## config.mk

```make
export PLATFORM = sky130hd
export DESIGN_NAME = serial_operand_recover
export DESIGN_NICKNAME = d
export VERILOG_FILES = /design/src/rtl/serial_recover_pkg.sv /design/src/rtl/full_subtractor_cell.sv /design/src/rtl/serial_operand_recover.sv
export SDC_FILE = /design/constraint.sdc
export NUM_CORES = 1
export LEC_CHECK = 0
export CAP_MARGIN = 20
export CORE_UTILIZATION = 35
export CTS_CLUSTER_DIAMETER = 50
export DETAILED_ROUTE_END_ITERATION = 8
export SLEW_MARGIN = 5
export SYNTH_ARGS = -nofsm -noshare
export SYNTH_HDL_FRONTEND = slang
export SYNTH_SLANG_ARGS = --single-unit
export TNS_END_PERCENT = 50
```

## constraint.sdc

```tcl
create_clock -name clk -period 3.4 [get_ports clk]
set_clock_uncertainty 0.2 [all_clocks]
set_input_delay 1.02 -clock clk [delete_from_list [all_inputs] [get_ports clk]]
set_output_delay 1.02 -clock clk [all_outputs]
set_load 0.05 [all_outputs]
```

## src/rtl/serial_recover_pkg.sv

```systemverilog
// Shared types and helpers for the bit-serial operand recovery block.
// Holds the FSM state type, default width and the serial borrow rule.
package serial_recover_pkg;

  localparam int DEF_WIDTH = 8;

  typedef enum logic {
    COLLECT = 1'b0,
    HOLD    = 1'b1
  } state_e;

  // Borrow out of one subtractor bit: s - b - brw.
  function automatic logic brw_next(
    input logic s,
    input logic b,
    input logic brw
  );
    return (~s & b) | (~s & brw) | (b & brw);
  endfunction

endpackage

```

## src/rtl/full_subtractor_cell.sv

```systemverilog
// One-bit full subtractor: d = s - b - bin, bout = borrow out.
// Ports: s_i, b_i, bin_i in; d_o, bout_o out. Purely combinational.
module full_subtractor_cell
  import serial_recover_pkg::*;
(
  input  logic s_i,
  input  logic b_i,
  input  logic bin_i,
  output logic d_o,
  output logic bout_o
);

  assign d_o    = s_i ^ b_i ^ bin_i;
  assign bout_o = brw_next(s_i, b_i, bin_i);

endmodule

```

## src/rtl/serial_operand_recover.sv

```systemverilog
// Recovers addend A = S - B - cin from LSB-first serial S/B beats.
// Ports: clk, rst_n; in_valid/in_ready/in_s/in_b/in_cin/in_last beat
// input; out_valid/out_ready/out_a/out_borrow/out_err word output.
module serial_operand_recover
  import serial_recover_pkg::*;
#(
  parameter  int WIDTH = DEF_WIDTH,
  localparam int CNT_W = $clog2(WIDTH)
) (
  input  logic             clk,
  input  logic             rst_n,
  input  logic             in_valid,
  output logic             in_ready,
  input  logic             in_s,
  input  logic             in_b,
  input  logic             in_cin,
  input  logic             in_last,
  output logic             out_valid,
  input  logic             out_ready,
  output logic [WIDTH-1:0] out_a,
  output logic             out_borrow,
  output logic             out_err
);

  localparam logic [CNT_W-1:0] LAST_K = CNT_W'(WIDTH - 1);

  state_e           state_q, state_d;
  logic [CNT_W-1:0] cnt_q, cnt_d;
  logic             brw_q, brw_d;
  logic [WIDTH-1:0] sr_q, sr_d;
  logic [WIDTH-1:0] a_q, a_d;
  logic             bo_q, bo_d;
  logic             err_q, err_d;

  logic beat;
  logic first;
  logic at_end;
  logic done;
  logic bin;
  logic cell_d;
  logic cell_bout;

  assign in_ready  = (state_q == COLLECT);
  assign out_valid = (state_q == HOLD);
  assign out_a      = a_q;
  assign out_borrow = bo_q;
  assign out_err    = err_q;

  assign beat   = in_valid & in_ready;
  assign first  = (cnt_q == '0);
  assign at_end = (cnt_q == LAST_K);
  assign done   = beat & (in_last | at_end);
  // Carry-in only matters on the first beat.
  assign bin    = first ? in_cin : brw_q;

  full_subtractor_cell u_cell (
    .s_i   (in_s),
    .b_i   (in_b),
    .bin_i (bin),
    .d_o   (cell_d),
    .bout_o(cell_bout)
  );

  always_comb begin
    state_d = state_q;
    cnt_d   = cnt_q;
    brw_d   = brw_q;
    sr_d    = sr_q;
    a_d     = a_q;
    bo_d    = bo_q;
    err_d   = err_q;
    unique case (state_q)
      COLLECT: begin
        if (beat) begin
          // Clearing on the first beat zeroes the
          // bits above an early in_last.
          if (first) sr_d = '0;
          sr_d[cnt_q] = cell_d;
          if (done) begin
            state_d = HOLD;
            cnt_d   = '0;
            brw_d   = 1'b0;
            a_d     = sr_d;
            bo_d    = cell_bout;
            err_d   = ~(in_last & at_end);
          end else begin
            cnt_d = cnt_q + CNT_W'(1);
            brw_d = cell_bout;
          end
        end
      end
      HOLD: begin
        if (out_ready) state_d = COLLECT;
      end
      default: state_d = COLLECT;
    endcase
  end

  always_ff @(posedge clk or negedge rst_n) begin
    if (!rst_n) begin
      state_q <= COLLECT;
      cnt_q   <= '0;
      brw_q   <= 1'b0;
      sr_q    <= '0;
      a_q     <= '0;
      bo_q    <= 1'b0;
      err_q   <= 1'b0;
    end else begin
      state_q <= state_d;
      cnt_q   <= cnt_d;
      brw_q   <= brw_d;
      sr_q    <= sr_d;
      a_q     <= a_d;
      bo_q    <= bo_d;
      err_q   <= err_d;
    end
  end

endmodule

```

# After elaboration in Yosys (flattened, before gate mapping)
# Cells that the tools add are included.
# word_totals
in_bits,8
register_bits,23
output_inout_bits,12
word_cells,42
# op_classes
addsub,1
reduce_logical,4
mux,13
bitwise_logic,14
order_cmp,2
eq_ne,1
# ops
cell,count
two-way mux 8 bit,3
bitwise mux 8 bit,1
AND 1 bit,6
two-way mux 1 bit,6
less-than comparator 3 x 4 -> 1 bit (second input constant),1
adder 3 x 1 -> 3 bit (second input constant),1
demux 1 bit (select 3 bit),1
== test 3 bit (second input constant),1
>= comparator 3 x 1 -> 1 bit (second input constant),1
logical NOT 3 bit,1
two-way mux 3 bit,1
inverter 1 bit,3
bitwise OR 1 bit,3
AND reduction 3 bit,1
case mux 1 bit (2 select lines),1
AND reduction 2 bit,1
XOR 1 bit,2
logical AND 1 bit,1

# Depth between registers and ports, before layout
# Gate-level depths: netlist of run 1.
# logic_depth
word_depth,6
depth_mapped,10
mapped_depth_nobuf,9

# Modules after synthesis
# From an unflattened synthesis of run 1, not the netlist that was laid out.
# unflattened
hier_cells,122
area_unflattened_um2,1191.1
# modules_own_cells
mod,cells_each,seq_area_each_um2,area_each_um2,n_inst
serial_operand_recover,119,575.6,1163.6,1
full_subtractor_cell,3,0.0,27.5,1

# Worst setup path after synthesis of run 1
# OpenSTA, ideal clock, no wires.
# synth_timing
kind,input port to flip-flop
from,input port in_cin
to,"register a_q[7], in the netlist out_a[7]"
required_time_ns,3.069
path_buffers,0
slack_ns,0.915
stages,5
arrival_time_ns,2.154
setup_ns,0.131
path_cell_list,mux2i_1 -> fa_1 -> mux2_1 -> a22oi_2 -> o21ai_1
# synth_between
elab_chain_cells,3
# synth_lines
item,line,source
"start, declared",serial_operand_recover.sv:16,"input logic in_cin,"
two-way mux 1 bit,serial_operand_recover.sv:54,assign bin = first ? in_cin : brw_q;
XOR 1 bit,full_subtractor_cell.sv:13,assign d_o = s_i ^ b_i ^ bin_i;
bitwise mux 8 bit,serial_operand_recover.sv:78,sr_d[cnt_q] = cell_d;
"end signal, assigned",serial_operand_recover.sv:105,a_q <= '0;
"end signal, assigned",serial_operand_recover.sv:113,a_q <= a_d;
"end, declared",serial_operand_recover.sv:31,"logic [WIDTH-1:0] a_q, a_d;"
# No other way between the ends.
# A chain may end at the register's enable or synchronous reset.

# Worst setup path in the final report of run 1
# layout_timing
from,"register state_q, in the netlist out_valid"
to,output port in_ready
# layout_between
elab_chain_cells,1
# layout_lines
item,line,source
"start, declared",serial_operand_recover.sv:27,"state_e state_q, state_d;"
"start signal, assigned",serial_operand_recover.sv:109,state_q <= state_d;
inverter 1 bit (no line),--,
"end, declared",serial_operand_recover.sv:13,"output logic in_ready,"
# No other way between the ends.

==> results.yml, run 1 <==
setup_path:
  cp-end-kind: "primary output"
  rrSetupSlack_ns: 0.60
  path_cells: "inv_1, clkdlybuf4s50_1"
  required_ns: 2.18
  cp_slowest_cell: "clkdlybuf4s50_1"
  cp.arrival_ns: 1.60
  worstPathMaxFanout: 4
  criticalPathCategory: "register to primary output"
  crit_path_max_incr_delay_ns: 0.79
  cp-start-kind: "register"
drt:
  via_count: 944
  routed.top_layer: "met4"
  ant_nets: 0
  detail_route.wl_per_cell_um: 13.3
  wl_met3_um: 85
  drt_iter0_drc: 20
  drt-total-wl_um: 2520
  vias_per_cell: 4.99
  wl_met2_um: 1150
  met1_length_um: 1230
  drc: 0
  drt-pass1-iter-count: 4
clock_tree:
  root_buffer: "clkbuf_4"
  h-tree-depth: 1
  clkSlewWorstSetupHoldPaths_ns: 0.13
  cts_tree: "done"
  cts-resized-gates: 0
  cts-buffers-inserted: 3
  cts_setup_buffers: 0
  cts_num_sinks: 23
  cts-hold-fix-buffers: 0
  insertion_delay_ns: 0.31
  cts_buffer_depth: 2
logic_synthesis:
  synth_commonest_cells: "dfrtp_1 (23), o21ai_0 (18), nand2_1 (13)"
  seq_area_frac_synth_pct: 48.5
  synthTopCellsByArea: "dfrtp_1 (48%), o21ai_0 (7.6%), o21ai_1 (4.6%)"
  synth_seq_cells: 23
  synth_fp_nets: 137
  synth_area_leader_cell: "dfrtp_1"
  synth.top_cell.area_share_pct: 48.5
  yosysWarnings: 0
  avgSynthCellArea_um2: 9.50
  syn_inst: 125
  yosysMostFrequentCell: "dfrtp_1"
  synth_edf_count: 0
  synth.cell_area_mm2: 0.00119
  synthArstFlopShare_pct: 100
  ys_types: 31
  ys_dominant_reg_cell: "dfrtp_1"
grt:
  grt_pass1_wl_um: 4370
  antenna_found_initial: 0
  grt_max_degree: 24
  grt_usage_pct: 16.5
  grt_overflow_total: 0
  grt_pass1_vias: 938
die:
  die_x_um: 60.2
  io-pin-count: 20
  core_mm2: 0.00313
  initial_core_util_pct: 38.0
  rows: 20
  dieArea_mm2: 0.00363
  dieHeight_um: 60.2
place:
  io_buffers: 19
  placedCellCount: 185
  gp_congestion: 0.828
  dpl.hpwl_um: 1800
  placed_cell_area_mm2: 0.00142
  pre_cts_ws_ns: 0.324
timing:
  period_minus_slack_ns: 2.82
  finalHoldViolCount: 0
  rsz0062_at_grt: "false"
  clock.fmax_mhz: 355
  slew_viol_final: 0
  fin_ws_ns: 0.579
  final_min_period_over_clock_period_pct: 83.0
  worst_pin_slew_ns: 0.570
  fin_setup_tns_ns: 0
  finalSetupViolCount: 0
  slew_headroom_pct: 62.0
final_layout:
  finalCoreUtilization_pct: 46.1
  seqCellArea_um2: 576
  layoutNonFillerInstCount: 189
  n_antenna_cell: 0
  syn_to_final_growth_pct: 21.4
  final_cell_area_mm2: 0.00144
  multi_input_area_um2: 561
  nets: 158
  fillers: 314
  drive_gt1_share_pct: 8.28
flow_run:
  max_cap_viol_count: 0
outcome:
  status: "complete, no violations"
pwr:
  power.leakage_nw: 0.607
  peakVddDrop_mv: 0.225
  power.density_mw_per_mm2: 595
worst_hold_path:
  worstHoldPathType: "register to register"
## metal layers
metal,global-route usage (%),vias up
met5,0,-
met4,7.97,0
met3,2.16,5
met2,25.4,23
met1,22.6,443
li1,-,473
## report_power, final
| group | leakage (nW) | total, mW | internal [mW] | switching, mW |
|---|---|---|---|---|
| clock network | 0.0150 | 0.129 | 0.0459 | 0.0830 |
| registers | 0.298 | 0.376 | 0.325 | 0.0506 |
| logic | 0.294 | 0.353 | 0.130 | 0.223 |
## kinds of logic (layout without fill, tap and decap cells)
| logic type | after synthesis | after routing | synth area share [%] |
|---|---|---|---|
| flip-flops | 23 | 23 | 48.5 |
| adder cells (fa/ha/maj) | 4 | 4 | 4.85 |
| buffers and inverters | 10 | 30 | 4.32 |
| AND/OR/NAND/NOR | 37 | 37 | 15.1 |
| multiplexers | 4 | 4 | 4.00 |
| AO/OA/AOI/OAI | 47 | 47 | 23.3 |
## worst paths after layout
path	startpoint	end	depth (start not counted)
worst min register to register	out_a[3]	out_a[3]	1
worst min-delay path	out_a[3]	out_a[3]	1
max in group asynchronous	rst_n	out_borrow	2
worst max-delay path	out_valid	in_ready	2
worst max register to register	cnt_q[0]	out_a[7]	8
min in group asynchronous	rst_n	out_a[1]	2
## worst max-delay path, delay by kind of cell (launching register included)
kind | cells | cell delay (ns)
DFF | 1 | 0.42
buffers and inverters | 2 | 0.86
## metrics by stage
stage | power [mW] | hold WS (ns)
final | 0.857 | 0.299
after global routing | 0.916 | 0.343
after CTS | 0.863 | 0.307
after detailed placement | 0.733 | 0.279
after global placement | 0.730 | 0.274
after floorplan | 0.628 | 0.250
## cell type report
cell class,count,area share [%]
clock buffers,4,1.82
inverters,5,1.30
multi-input cells,92,38.9
flip-flops and latches,23,39.9
well taps,44,3.82
repair buffers,21,14.2
## sequential cells by signal, indices dropped and copies added (netlist names)
register    cells
brw_q           1
cnt_q           3
out_a           8
out_borrow      1
out_err         1
out_valid       1
sr_q            8
## placed cells by master (no fill, tap or decap), drive strengths merged
cell type	synthesis	routed
clkbuf	1	4
o211ai	1	1
o21ai	29	29
nand2	14	14
nor2	13	13
o21a	1	1
buf	4	2
ha	3	3
a22oi	4	4
fa	1	1
mux2	3	3
dfrtp	23	23
a22o	4	4
or2	1	1
clkdlybuf4s50	0	19
inv	5	5
mux2i	1	1
nor3	1	1
or3	1	1
and2b	1	1
nand2b	6	6
a21oi	7	7
a31oi	1	1
No activity file was read; power rests on OpenSTA's default activity.
==> inputs of run 2 (changes only) <==
==> constraint.sdc (replaced) <==
create_clock -name clk -period 2.8 [get_ports clk]
set_clock_uncertainty 0.2 [all_clocks]
set_input_delay 0.84 -clock clk [delete_from_list [all_inputs] [get_ports clk]]
set_output_delay 0.84 -clock clk [all_outputs]
set_load 0.05 [all_outputs]
==> run 2 against run 1 <==
Via count grew 3.7%. Critical endpoint unchanged. Combinational power increased by 38%. Sequential share of layout area is 1.0 points lower.
==> results.yml, run 2 (same netlist as run 1, synthesis figures left out) <==
outcome:
  status: "complete, no violations"
die:
  rows: 20
  dieHeight_um: 60.2
  die_x_um: 60.2
  dieArea_mm2: 0.00363
  initial_core_util_pct: 38.0
  io-pin-count: 20
  core_mm2: 0.00313
place:
  gp_congestion: 0.859
  io_buffers: 19
  placedCellCount: 190
  dpl.hpwl_um: 1890
grt:
  grt_usage_pct: 17.0
  grt_pass1_vias: 978
  grt_max_degree: 24
  antenna_found_initial: 0
  grt_pass1_wl_um: 4480
  grt_overflow_total: 0
setup_path:
  cp_slowest_cell: "clkdlybuf4s50_1"
  critical-path-top-delay-family: "buffers and inverters"
  worstPathMaxFanout: 4
  crit_path_max_incr_delay_ns: 0.80
  path_depth: 2
  criticalPathCategory: "register to primary output"
  required_ns: 1.76
  cp_num_buf_inv: 2
  cp-start-kind: "register"
  reg2reg_depth: 8
  cp.arrival_ns: 1.61
  cp-end-kind: "primary output"
  path_cells: "inv_1, clkdlybuf4s50_1"
drt:
  vias_per_cell: 5.05
  ant_nets: 0
  drt_iter0_drc: 35
  via_count: 979
  drt-pass1-iter-count: 4
  detail_route.wl_per_cell_um: 13.2
  drt-total-wl_um: 2570
  drc: 0
pwr:
  power.density_mw_per_mm2: 728
  comb_power_share_pct: 45.2
  clkPwrFrac_pct: 15.1
  peakVddDrop_mv: 0.328
  power.leakage_nw: 0.633
  swShare_pct: 41.3
  finalPower_mw: 1.08
  p_int_uw: 632
  power_frac_seq_pct: 39.7
  p_switching_uw: 445
clock_tree:
  clkSlewWorstSetupHoldPaths_ns: 0.12
  root_buffer: "clkbuf_4"
  h-tree-depth: 1
  cts_num_sinks: 23
  cts-resized-gates: 0
  cts_setup_buffers: 0
  cts-hold-fix-buffers: 0
  insertion_delay_ns: 0.32
  cts-buffers-inserted: 3
  cts_tree: "done"
  cts_buffer_depth: 2
final_layout:
  layout_common_cells: "dfrtp_1 (23), clkdlybuf4s50_1 (19), o21ai_0 (18)"
  layoutNonFillerInstCount: 194
  final_common_cell: "dfrtp_1"
  n_antenna_cell: 0
  finalCoreUtilization_pct: 47.3
  fillers: 320
  multi_input_area_um2: 561
  seqCellArea_um2: 576
  drive_gt1_share_pct: 11.3
  nets: 163
  syn_to_final_growth_pct: 24.6
timing:
  period_minus_slack_ns: 2.65
  slew_headroom_pct: 66.0
  worst_pin_slew_ns: 0.508
  holdWs_ns: 0.304
  slew_viol_final: 0
  finalHoldViolCount: 0
  final_min_period_over_clock_period_pct: 94.8
  rsz0062_at_grt: "false"
  clock.fmax_mhz: 377
  fin_setup_tns_ns: 0
  finalSetupViolCount: 0
flow_run:
  max_cap_viol_count: 0
worst_hold_path:
  worstHoldPathType: "register to register"
  hold_depth: 2
[run 2: worst register-to-register path, stage by stage, from the launching register on]
cell      delay [ns]
dfrtp_1         0.41
inv_1           0.11
ha_1            0.20
nand2b_1        0.09
mux2i_1         0.14
fa_1            0.57
inv_1           0.07
or3_1           0.41
o21ai_1         0.16
[run 2: stage by stage]
step / cell area (um^2) / worst slack [ns]
finish: 1480 / 0.147
global route: 1480 / 0.0784
CTS: 1480 / 0.124
detailed placement: 1450 / -0.0739
global placement: 1450 / -0.0116
floorplan: 1190 / 0.358
[run 2: power groups by stage]
stage | clock (mW) | sequential, mW | combinational, mW
2_1_floorplan | 0 | 0.535 | 0.228
3_3_place_gp | 0 | 0.432 | 0.485
3_5_place_dp | 0 | 0.436 | 0.488
4_1_cts | 0.169 | 0.429 | 0.490
5_1_grt | 0.180 | 0.437 | 0.537
6_report | 0.162 | 0.428 | 0.487
[run 2: final cells by class]
class                           count  area share (%)
Sequential cell                    23            38.9
Multi-Input combinational cell     92            37.9
Timing Repair Buffer               26            16.4
Tap cell                           44            3.72
Clock buffer                        4            1.78
Inverter                            5            1.27
[run 2: layer usage]
layer  vias to the layer above  part of all wire (%)  track usage (%)
met5                         -                     0                0
met4                         0                   1.4             6.98
met3                         2                   4.4             3.03
met2                        21                    46             25.7
met1                       471                    48             23.7
li1                        485                     -                -
[run 2: path summary, 6_finish.rpt]
kind                       startpoint         end  slack [ns]
max reg2reg                  cnt_q[1]     sr_q[0]        0.37
min in group asynchronous       rst_n    out_a[0]        0.66
max in group asynchronous       rst_n  out_borrow        1.50
min reg2reg                  out_a[6]    out_a[6]        0.30
min                          out_a[6]    out_a[6]        0.30
max                         out_valid    in_ready        0.15
